## config.mk

```make
export PLATFORM = sky130hd
export DESIGN_NAME = aurora_link_monitor
export DESIGN_NICKNAME = d
export VERILOG_FILES = /design/src/rtl/aurora_link_monitor.sv
export SDC_FILE = /design/constraint.sdc
export NUM_CORES = 1
export LEC_CHECK = 0
export ABC_AREA = 1
export CAP_MARGIN = 20
export CORE_MARGIN = 3
export CORE_UTILIZATION = 40
export CTS_CLUSTER_DIAMETER = 50
export CTS_CLUSTER_SIZE = 8
export DETAILED_ROUTE_END_ITERATION = 16
export MAX_ROUTING_LAYER = met4
export PLACE_DENSITY = 0.68
export SETUP_SLACK_MARGIN = 0.4
export SYNTH_ARGS = -nofsm -noshare
export SYNTH_HDL_FRONTEND = slang
export SYNTH_SLANG_ARGS = --single-unit
export TNS_END_PERCENT = 50
```

## constraint.sdc

```tcl
create_clock -name init_clk -period 7.8 [get_ports init_clk]
set_clock_uncertainty 0.2 [all_clocks]
set_input_delay 2.34 -clock init_clk [delete_from_list [all_inputs] [get_ports init_clk]]
set_output_delay 2.34 -clock init_clk [all_outputs]
set_load 0.01 [all_outputs]
```

## src/rtl/aurora_link_monitor.sv

```systemverilog
// -----------------------------------------------------------------------------
// aurora_link_monitor
//
// Supervises an Aurora core after the reset sequencer has released it. It also
// acts as the requester side of the sw_reset handshake. Runs entirely on
// init_clk. Core status inputs are brought in through 2-FF synchronizers. The
// FSM waits for the channel to come up and debounces link loss and hard errors.
// It re-requests a core reset when the link does not come up in time or when an
// established link drops. Statistics counters saturate and can be cleared.
//
// Ports:
//   init_clk        in   clock for all logic
//   rst             in   asynchronous active-high reset
//   enable          in   0 holds the core in reset (FSM parked in ST_DISABLED)
//   sys_reset_out   in   core reset status, asynchronous to init_clk
//   channel_up      in   core channel status, asynchronous
//   lane_up         in   per-lane status, asynchronous, NUM_LANES wide
//   hard_err        in   core hard error level, asynchronous
//   clear_counters  in   single-cycle clear of retry/drop counters
//   sw_reset        out  reset request to the core reset sequencer
//   link_up         out  qualified link status
//   lanes_up        out  synchronized copy of lane_up
//   retry_count     out  saturating count of link-up timeouts
//   link_drop_count out  saturating count of qualified link drops
//   state           out  current FSM state encoding
// -----------------------------------------------------------------------------
module aurora_link_monitor #(
    parameter int  SIMULATION        = 0,
    parameter real INIT_CLK_FREQ_MHZ = 100.0,
    parameter int  LINK_TIMEOUT_MS   = 2000,
    parameter int  NUM_LANES         = 1,
    parameter int  SW_RESET_CYCLES   = 16,
    parameter int  DEBOUNCE_CYCLES   = 16,
    parameter int  CNT_W             = 16
) (
    input  logic                 init_clk,
    input  logic                 rst,
    input  logic                 enable,
    input  logic                 sys_reset_out,
    input  logic                 channel_up,
    input  logic [NUM_LANES-1:0] lane_up,
    input  logic                 hard_err,
    input  logic                 clear_counters,
    output logic                 sw_reset,
    output logic                 link_up,
    output logic [NUM_LANES-1:0] lanes_up,
    output logic [CNT_W-1:0]     retry_count,
    output logic [CNT_W-1:0]     link_drop_count,
    output logic [2:0]           state
);

    // Link-up timeout, measured from sw_reset release. It is shortened in
    // simulation so that a retry can be observed in a few thousand cycles.
    localparam int TIMEOUT_CYCLES = (SIMULATION != 0) ? 2000 :
        $rtoi($ceil(real'(LINK_TIMEOUT_MS) * 1000.0 * INIT_CLK_FREQ_MHZ));

    localparam int TMO_W = $clog2(TIMEOUT_CYCLES + 1);
    localparam int DEB_W = $clog2(DEBOUNCE_CYCLES + 1);
    localparam int PLS_W = $clog2(SW_RESET_CYCLES + 1);

    // Each counter starts at 0 on the first cycle of its window. The terminal
    // value is therefore one less than the required number of cycles.
    localparam logic [TMO_W-1:0] TMO_LAST = TMO_W'(TIMEOUT_CYCLES - 1);
    localparam logic [DEB_W-1:0] DEB_LAST = DEB_W'(DEBOUNCE_CYCLES - 1);
    localparam logic [PLS_W-1:0] PLS_LAST = PLS_W'(SW_RESET_CYCLES - 1);
    localparam logic [CNT_W-1:0] CNT_MAX  = {CNT_W{1'b1}};

    typedef enum logic [2:0] {
        ST_DISABLED     = 3'd0,
        ST_RESET_REQ    = 3'd1,
        ST_WAIT_CORE    = 3'd2,
        ST_WAIT_CHANNEL = 3'd3,
        ST_LINK_UP      = 3'd4
    } state_t;

    // Synchronizer stages
    logic                 sys_reset_meta_r;
    logic                 sys_reset_sync_r;
    logic                 channel_up_meta_r;
    logic                 channel_up_sync_r;
    logic                 hard_err_meta_r;
    logic                 hard_err_sync_r;
    logic [NUM_LANES-1:0] lane_up_meta_r;
    logic [NUM_LANES-1:0] lane_up_sync_r;

    // FSM state, registered outputs and internal counters
    state_t               state_r;
    logic                 sw_reset_r;
    logic                 link_up_r;
    logic [TMO_W-1:0]     tmo_cnt_r;
    logic [DEB_W-1:0]     deb_cnt_r;
    logic [PLS_W-1:0]     pls_cnt_r;
    logic [CNT_W-1:0]     retry_cnt_r;
    logic [CNT_W-1:0]     drop_cnt_r;

    // Decoded conditions
    logic                 in_wait_s;
    logic                 timeout_s;
    logic                 fault_s;
    logic                 deb_full_s;
    logic                 pulse_done_s;
    logic                 retry_inc_s;
    logic                 drop_inc_s;

    // 2-FF synchronizers. The core reset status resets to "in reset".
    always_ff @(posedge init_clk or posedge rst) begin
        if (rst) begin
            sys_reset_meta_r  <= 1'b1;
            sys_reset_sync_r  <= 1'b1;
            channel_up_meta_r <= 1'b0;
            channel_up_sync_r <= 1'b0;
            hard_err_meta_r   <= 1'b0;
            hard_err_sync_r   <= 1'b0;
            lane_up_meta_r    <= {NUM_LANES{1'b0}};
            lane_up_sync_r    <= {NUM_LANES{1'b0}};
        end else begin
            sys_reset_meta_r  <= sys_reset_out;
            sys_reset_sync_r  <= sys_reset_meta_r;
            channel_up_meta_r <= channel_up;
            channel_up_sync_r <= channel_up_meta_r;
            hard_err_meta_r   <= hard_err;
            hard_err_sync_r   <= hard_err_meta_r;
            lane_up_meta_r    <= lane_up;
            lane_up_sync_r    <= lane_up_meta_r;
        end
    end

    // Condition decode shared by the FSM and the statistics counters
    always_comb begin
        in_wait_s    = (state_r == ST_WAIT_CORE) || (state_r == ST_WAIT_CHANNEL);
        timeout_s    = in_wait_s && (tmo_cnt_r == TMO_LAST);
        fault_s      = !channel_up_sync_r || hard_err_sync_r || sys_reset_sync_r;
        deb_full_s   = (deb_cnt_r == DEB_LAST);
        pulse_done_s = (pls_cnt_r == PLS_LAST);
        // A disable in the same cycle suppresses both increments.
        retry_inc_s  = enable && timeout_s;
        drop_inc_s   = enable && (state_r == ST_LINK_UP) && fault_s && deb_full_s;
    end

    // Supervisor FSM. sw_reset and link_up are registered next to the state,
    // so they change on the same edge as the state transition.
    always_ff @(posedge init_clk or posedge rst) begin
        if (rst) begin
            state_r    <= ST_DISABLED;
            sw_reset_r <= 1'b1;
            link_up_r  <= 1'b0;
            tmo_cnt_r  <= {TMO_W{1'b0}};
            deb_cnt_r  <= {DEB_W{1'b0}};
            pls_cnt_r  <= {PLS_W{1'b0}};
        end else begin
            // Counters clear unless the branch below keeps them running. This
            // clears them on every state change and outside their states.
            tmo_cnt_r <= {TMO_W{1'b0}};
            deb_cnt_r <= {DEB_W{1'b0}};
            pls_cnt_r <= {PLS_W{1'b0}};
            if (!enable) begin
                state_r    <= ST_DISABLED;
                sw_reset_r <= 1'b1;
                link_up_r  <= 1'b0;
            end else begin
                case (state_r)
                    ST_DISABLED: begin
                        state_r    <= ST_WAIT_CORE;
                        sw_reset_r <= 1'b0;
                        link_up_r  <= 1'b0;
                    end
                    ST_RESET_REQ: begin
                        link_up_r <= 1'b0;
                        if (pulse_done_s) begin
                            state_r    <= ST_WAIT_CORE;
                            sw_reset_r <= 1'b0;
                        end else begin
                            sw_reset_r <= 1'b1;
                            pls_cnt_r  <= pls_cnt_r + PLS_W'(1);
                        end
                    end
                    ST_WAIT_CORE: begin
                        link_up_r <= 1'b0;
                        if (timeout_s) begin
                            state_r    <= ST_RESET_REQ;
                            sw_reset_r <= 1'b1;
                        end else begin
                            sw_reset_r <= 1'b0;
                            // Timeout keeps counting into ST_WAIT_CHANNEL.
                            tmo_cnt_r  <= tmo_cnt_r + TMO_W'(1);
                            if (!sys_reset_sync_r) begin
                                state_r <= ST_WAIT_CHANNEL;
                            end else begin
                                state_r <= ST_WAIT_CORE;
                            end
                        end
                    end
                    ST_WAIT_CHANNEL: begin
                        // Timeout wins over a same-cycle qualification.
                        if (timeout_s) begin
                            state_r    <= ST_RESET_REQ;
                            sw_reset_r <= 1'b1;
                            link_up_r  <= 1'b0;
                        end else if (channel_up_sync_r && deb_full_s) begin
                            state_r    <= ST_LINK_UP;
                            sw_reset_r <= 1'b0;
                            link_up_r  <= 1'b1;
                        end else begin
                            sw_reset_r <= 1'b0;
                            link_up_r  <= 1'b0;
                            tmo_cnt_r  <= tmo_cnt_r + TMO_W'(1);
                            if (channel_up_sync_r) begin
                                deb_cnt_r <= deb_cnt_r + DEB_W'(1);
                            end else begin
                                deb_cnt_r <= {DEB_W{1'b0}};
                            end
                        end
                    end
                    ST_LINK_UP: begin
                        if (fault_s && deb_full_s) begin
                            state_r    <= ST_RESET_REQ;
                            sw_reset_r <= 1'b1;
                            link_up_r  <= 1'b0;
                        end else begin
                            sw_reset_r <= 1'b0;
                            link_up_r  <= 1'b1;
                            if (fault_s) begin
                                deb_cnt_r <= deb_cnt_r + DEB_W'(1);
                            end else begin
                                deb_cnt_r <= {DEB_W{1'b0}};
                            end
                        end
                    end
                    default: begin
                        state_r    <= ST_DISABLED;
                        sw_reset_r <= 1'b1;
                        link_up_r  <= 1'b0;
                    end
                endcase
            end
        end
    end

    // Saturating statistics counters. A clear wins over a same-cycle increment.
    always_ff @(posedge init_clk or posedge rst) begin
        if (rst) begin
            retry_cnt_r <= {CNT_W{1'b0}};
            drop_cnt_r  <= {CNT_W{1'b0}};
        end else if (clear_counters) begin
            retry_cnt_r <= {CNT_W{1'b0}};
            drop_cnt_r  <= {CNT_W{1'b0}};
        end else begin
            if (retry_inc_s && (retry_cnt_r != CNT_MAX)) begin
                retry_cnt_r <= retry_cnt_r + CNT_W'(1);
            end
            if (drop_inc_s && (drop_cnt_r != CNT_MAX)) begin
                drop_cnt_r <= drop_cnt_r + CNT_W'(1);
            end
        end
    end

    assign sw_reset        = sw_reset_r;
    assign link_up         = link_up_r;
    assign lanes_up        = lane_up_sync_r;
    assign retry_count     = retry_cnt_r;
    assign link_drop_count = drop_cnt_r;
    assign state           = state_r;

endmodule

```

==> results of run 1 <==
-- sequential cells by signal, summed over array words and instances, names as in the netlist, 3 cells and up --
| name | count |
|---|---|
| tmo_cnt_r | 28 |
| link_drop_count | 16 |
| retry_count | 16 |
| deb_cnt_r | 5 |
| pls_cnt_r | 5 |
| state | 3 |
-- power groups by stage --
stage | registers [mW] | logic (mW) | clock network (mW)
finish | 0.440 | 0.0570 | 0.420
global route | 0.440 | 0.0636 | 0.455
CTS | 0.440 | 0.0548 | 0.434
detailed placement | 0.448 | 0.0546 | 0
global placement | 0.448 | 0.0534 | 0
floorplan | 0.448 | 0.0418 | 0
-- final timing paths --
check | cells past startpoint | end | slack [ps] | startpoint
worst min register to register | 0 | lanes_up | 150 | lane_up_meta_r
worst max register to register | 11 | link_drop_count[2] | 5450 | deb_cnt_r[0]
worst max-delay path | 8 | link_drop_count[2] | 3480 | enable
worst min-delay path | 0 | lanes_up | 150 | lane_up_meta_r
max in group asynchronous | 4 | tmo_cnt_r[6] | 4580 | rst
min in group asynchronous | 3 | retry_count[10] | 2220 | rst
-- critical path: stages --
cell and delay (ps):
clkdlybuf4s50_1 720, inv_1 330, nor3_1 380, o21ai_2 150
nand2_4 180, inv_4 100, nand2_1 60, o21ai_0 80
-- cell type report --
cell class,instances,area share [%]
multi-input combinational,475,43.6
sequential,83,34.9
timing repair buffer,48,8.60
inverter,70,4.47
clock buffer,11,4.07
tap,168,3.52
clock inverter,4,0.860
-- metrics by stage --
step	instances	hold WS [ps]	setup WS, ps
4_1_cts	857	149	3380
2_1_floorplan	643	131	3130
3_3_place_gp	842	133	3100
3_5_place_dp	842	135	3020
6_report	859	148	3480
5_1_grt	859	159	3290
-- placed cells by master, fill, tap and decap left out, drive strengths merged --
master and n:
a21oi 8, clkinv 4, buf 3, clkbuf 11, inv 68, clkdlybuf4s50 45, o2111ai 1, or2 2
dfstp 3, bufinv 1, nand3b 2, nand3 59, xnor2 10, clkinvlp 1, nand2 162, ha 6
o21ai 7, nand4 36, dfrtp 80, nor2 115, o21bai 1, a31oi 1, xor2 40, nor3 24
nor3b 1
-- cell families after synthesis --
kind of cell               after synthesis  share of synthesized area (%)
and+or+nand+nor                        401                           39.1
DFF                                     83                           41.1
xor gates and xnor gates                50                           8.65
adders and majority gates                6                           1.48
AOI/OAI and AO/OA                       18                           2.08
buffers and inverters                   85                           7.56
-- routing by layer --
metal	part of all wire, %	wire length, um	global-route usage, %	vias to the layer above
li1	-	-	-	2148
met1	47	5140	22.1	2036
met2	49	5370	27.9	83
met3	3.2	358	2.73	16
met4	1.5	165	5.65	0
met5	0	0	-	-
-- synthesized netlist by cell type --
library cell / n / area (um2)
nand3_1: 54 / 270
o21ai_1: 3 / 15.0
inv_4: 1 / 6.26
o2111ai_1: 1 / 8.76
nor3_2: 2 / 20.0
nand4_4: 1 / 21.3
buf_1: 2 / 7.51
buf_12: 1 / 20.0
nor3_4: 1 / 16.3
or2_2: 2 / 12.5
nor2_8: 1 / 20.0
nor2_1: 86 / 323
o21ai_0: 2 / 10.0
a31oi_1: 1 / 6.26
ha_1: 6 / 75.1
buf_6: 5 / 56.3
nand3_2: 3 / 30.0
inv_1: 66 / 248
nand2_4: 4 / 45.0
xnor2_1: 10 / 87.6
a21oi_1: 8 / 40.0
nand3b_1: 2 / 15.0
clkbuf_1: 1 / 3.75
nor2_4: 13 / 146
buf_2: 6 / 30.0
clkinv_1: 1 / 3.75
xor2_1: 40 / 350
dfstp_2: 3 / 78.8
nor3b_1: 1 / 7.51
nand2_1: 155 / 582
nand2_2: 3 / 18.8
inv_2: 2 / 7.51
o21bai_1: 1 / 7.51
nor2_2: 15 / 93.8
nand4_1: 35 / 219
o21ai_2: 2 / 17.5
nor3_1: 21 / 105
nand3_4: 2 / 35.0
dfrtp_1: 80 / 2000
==> results.sh, run 1 <==
export IMPL_cts_buffer_depth=2
export IMPL_drv_cap=0
export IMPL_antenna_found_initial=0
export IMPL_port_buffers=45
export IMPL_multiInputGateArea_mm2=0.00260
export IMPL_relSlewSlack_pct=61.2
export IMPL_core_rowCount=40
export IMPL_startpoint_type="primary input"
export IMPL_placed_area_mm2=0.00561
export IMPL_via_per_inst=4.99
export IMPL_critical_path_required_ps=7820
export IMPL_p_int_mw=0.708
export IMPL_worstSetupEndpointType="register"
export IMPL_critical_path_class="in -> reg"
export IMPL_worstPathArrival_ps=4340
export IMPL_ant_nets=0
export IMPL_cts_htree_levels=3
export IMPL_dpl_hpwl_um=7970
export IMPL_syn_area_per_cell_um2=7.87
export IMPL_min_period_ps=4320
export IMPL_p_clk_share_pct=45.8
export IMPL_grt_pass1_wl_um=19600
export IMPL_clkLatencyLatePin_ps=340
export IMPL_avgRoutedWirePerCell_um=12.8
export IMPL_finalSetupViolCount=0
export IMPL_grt_use_total_pct=17.2
export IMPL_tns_ps=0
export IMPL_p_sw_mw=0.209
export IMPL_finalPower_mw=0.917
export IMPL_peakVddDrop_v=0.000101
export IMPL_dieArea_mm2=0.0140
export IMPL_grt_max_degree=84
export IMPL_power_density_mw_per_mm2=154
export IMPL_critPathMaxFanout=15
export IMPL_clockRootBuffer="clkbuf_16"
export IMPL_clock_sinks=83
export IMPL_leakagePower_nw=2.54
export IMPL_fin_crit_sh_pct=55.4
export IMPL_yosysSeqAreaShare_pct=41.1
export IMPL_utilization_pct=48.8
export IMPL_core_mm2=0.0122
export IMPL_fin_area_mm2=0.00596
export IMPL_first_pass_iters=5
export IMPL_seq_power_share_pct=48.0
export IMPL_synthesis_nets=657
export IMPL_fillers=1215
export IMPL_final_layout_size_suffix_gt1_share_pct=10.6
export IMPL_nNetsFinal=701
export IMPL_syn_cell_area_mm2=0.00506
export IMPL_grt_pass1_vias=4240
export IMPL_hold_buffers=0
export IMPL_cts_resized=0
export IMPL_grt_overflow=0
export IMPL_finalMaxSlewViolations=0
export IMPL_vias=4283
export IMPL_die_h_um=119
export IMPL_cts_tree="yes"
export IMPL_drt_total_wl_um=11000
export IMPL_ys_seq_elements=83
export IMPL_worst_pin_slew_ps=582
export IMPL_initial_core_util_pct=41.5
export IMPL_fmax_mhz=231
export IMPL_remaining_drc_errors=0
export IMPL_yosys_warnings=0
export IMPL_swShare_pct=22.8
export IMPL_hp_class="reg -> reg"
export IMPL_gp_congestion=0.923
export IMPL_syn_to_final_growth_pct=17.8
export IMPL_clk_pin_slew_ps=60
export IMPL_die_w_um=119
export IMPL_combPwrFrac_pct=6.2
export IMPL_cts_made_buffers=9
export IMPL_status="finished clean"
export IMPL_cts_setup_buffers=0
export IMPL_antennaDiodeCount=0
export IMPL_rsz0062_at_grt="no"
export IMPL_hold_viol_final=0
export IMPL_io_pins=46
export IMPL_yosysUniqueCellTypes=39
export IMPL_netlist_instances=643
export IMPL_seqCellArea_mm2=0.00208
export IMPL_drt_iter0_drc=237
No activity file was read; power rests on OpenSTA's default activity.
==> run 2, diff against run 1 <==
Clock period 7.8 ns to 4.45 ns, I/O delays scaled along.
==> run 2 against run 1 <==
Net effect:
- clock power grew 76%
- sequential share of layout area grew 0.22 points
- utilization fell by 0.31 points
- first-iteration DRC count is 0.84% higher
- largest power group unchanged
==> results.sh, run 2 (synthesized netlist as in run 1, its figures left out) <==
export IMPL_grt_use_total_pct=17.6
export IMPL_drv_cap=0
export IMPL_tns_ps=0
export IMPL_status="finished clean"
export IMPL_finalSetupViolCount=0
export IMPL_utilization_pct=48.5
export IMPL_largest_reg_flops=28
export IMPL_hold_buffers=0
export IMPL_layout_common_cells="nand2_1 (155), nor2_1 (86), dfrtp_1 (80)"
export IMPL_final_common_cell="nand2_1"
export IMPL_dieArea_mm2=0.0140
export IMPL_via_per_inst=5.02
export IMPL_cts_setup_buffers=0
export IMPL_clk_pin_slew_ps=60
export IMPL_die_w_um=119
export IMPL_grtUsageMet3_pct=3.64
export IMPL_relSlewSlack_pct=42.4
export IMPL_first_pass_iters=5
export IMPL_critical_path_buf_inv_count=3
export IMPL_grt_pass1_wl_um=19900
export IMPL_fin_crit_sh_pct=74.1
export IMPL_crit_slowest_cell="clkdlybuf4s50_1"
export IMPL_syn_to_final_growth_pct=17.1
export IMPL_remaining_drc_errors=0
export IMPL_finalMaxSlewViolations=0
export IMPL_grt_pass1_vias=4267
export IMPL_fmax_mhz=303
export IMPL_grt_overflow=0
export IMPL_crit_family="buffers and inverters"
export IMPL_io_pins=46
export IMPL_max_stage_delay_ps=720
export IMPL_cts_tree="yes"
export IMPL_grtUsageMet1_pct=22.5
export IMPL_initial_core_util_pct=41.5
export IMPL_clock_sinks=83
export IMPL_cts_made_buffers=9
export IMPL_worst_pin_slew_ps=863
export IMPL_core_mm2=0.0122
export IMPL_cts_resized=0
export IMPL_nNetsFinal=700
export IMPL_vias=4307
export IMPL_leakagePower_nw=2.51
export IMPL_die_h_um=119
export IMPL_antennaDiodeCount=0
export IMPL_startpoint_type="primary input"
export IMPL_grt_util_met2_pct=27.6
export IMPL_min_period_ps=3300
export IMPL_rsz0062_at_grt="no"
export IMPL_clockRootBuffer="clkbuf_16"
export IMPL_fin_area_mm2=0.00593
export IMPL_hold_viol_final=0
export IMPL_hp_class="reg -> reg"
export IMPL_dpl_hpwl_um=8100
export IMPL_peakVddDrop_v=0.000203
export IMPL_drt_iter0_drc=239
export IMPL_avgRoutedWirePerCell_um=13.1
export IMPL_core_rowCount=40
export IMPL_regMostFlops="tmo_cnt_r"
export IMPL_grt_max_degree=50
export IMPL_critPathMaxFanout=15
export IMPL_antenna_found_initial=0
export IMPL_worstSetupEndpointType="register"
export IMPL_port_buffers=45
export IMPL_hold_ws_ps=148
export IMPL_critical_path_required_ps=4500
export IMPL_ant_nets=0
export IMPL_top_usage_layer="met2"
export IMPL_worstPathArrival_ps=3350
export IMPL_cts_buffer_depth=2
export IMPL_gp_congestion=0.974
export IMPL_placed_area_mm2=0.00563
export IMPL_final_layout_size_suffix_gt1_share_pct=10.6
export IMPL_cts_htree_levels=3
export IMPL_path_cells="clkdlybuf4s50_1 > inv_1 > nor3_1 > o21ai_2 > nand2_4 > inv_4 > o21ai_0"
export IMPL_drt_total_wl_um=11200
export IMPL_critical_path_class="in -> reg"
export IMPL_power_density_mw_per_mm2=271
export IMPL_clkLatencyLatePin_ps=350
[run 2: final timing paths]
check | from | slack, ps | to | cells past startpoint
setup / recovery | enable | 1150 | link_drop_count[2] | 7
hold / removal | lane_up_meta_r | 150 | lanes_up | 0
setup reg to reg | deb_cnt_r[0] | 2060 | link_drop_count[2] | 10
hold reg to reg | lane_up_meta_r | 150 | lanes_up | 0
max in group asynchronous | rst | 2120 | lane_up_meta_r | 3
min in group asynchronous | rst | 1260 | retry_count[10] | 2
[run 2: area by class of cell]
cell class              count  area, um2
flip-flops and latches     83       2080
inverters                  70        267
multi-input cells         475       2600
well taps                 168        210
repair buffers             47        478
clock inverters             6       66.3
fillers                  1216       6290
clock buffers               9        225
[run 2: where the power goes]
part	switching, mW	internal (mW)
clock network	0.307	0.432
registers	0.00617	0.765
logic	0.0705	0.0257
total	0.384	1.22
[run 2: stage by stage]
stage          total power, mW  worst slack (ps)  cells
3_3_place_gp             0.881               918    843
2_1_floorplan            0.859               783    643
6_report                  1.61              1150    858
3_5_place_dp             0.884               820    843
4_1_cts                   1.63              1170    858
5_1_grt                   1.67               980    858
[run 2: worst reg2reg max path: cells and delay by family (launching register included)]
kind | cells | cell delay, ps
DFF | 1 | 400
and+or+nand+nor | 5 | 750
AOI/OAI and AO/OA | 2 | 340
buffers and inverters | 1 | 110
adders and majority gates | 2 | 490
[run 2: layer usage]
| metal | wire length [um] | vias up |
|---|---|---|
| met5 | 0 | - |
| met1 | 5250 | 2047 |
| li1 | - | 2148 |
| met3 | 427 | 17 |
| met4 | 207 | 0 |
| met2 | 5340 | 95 |
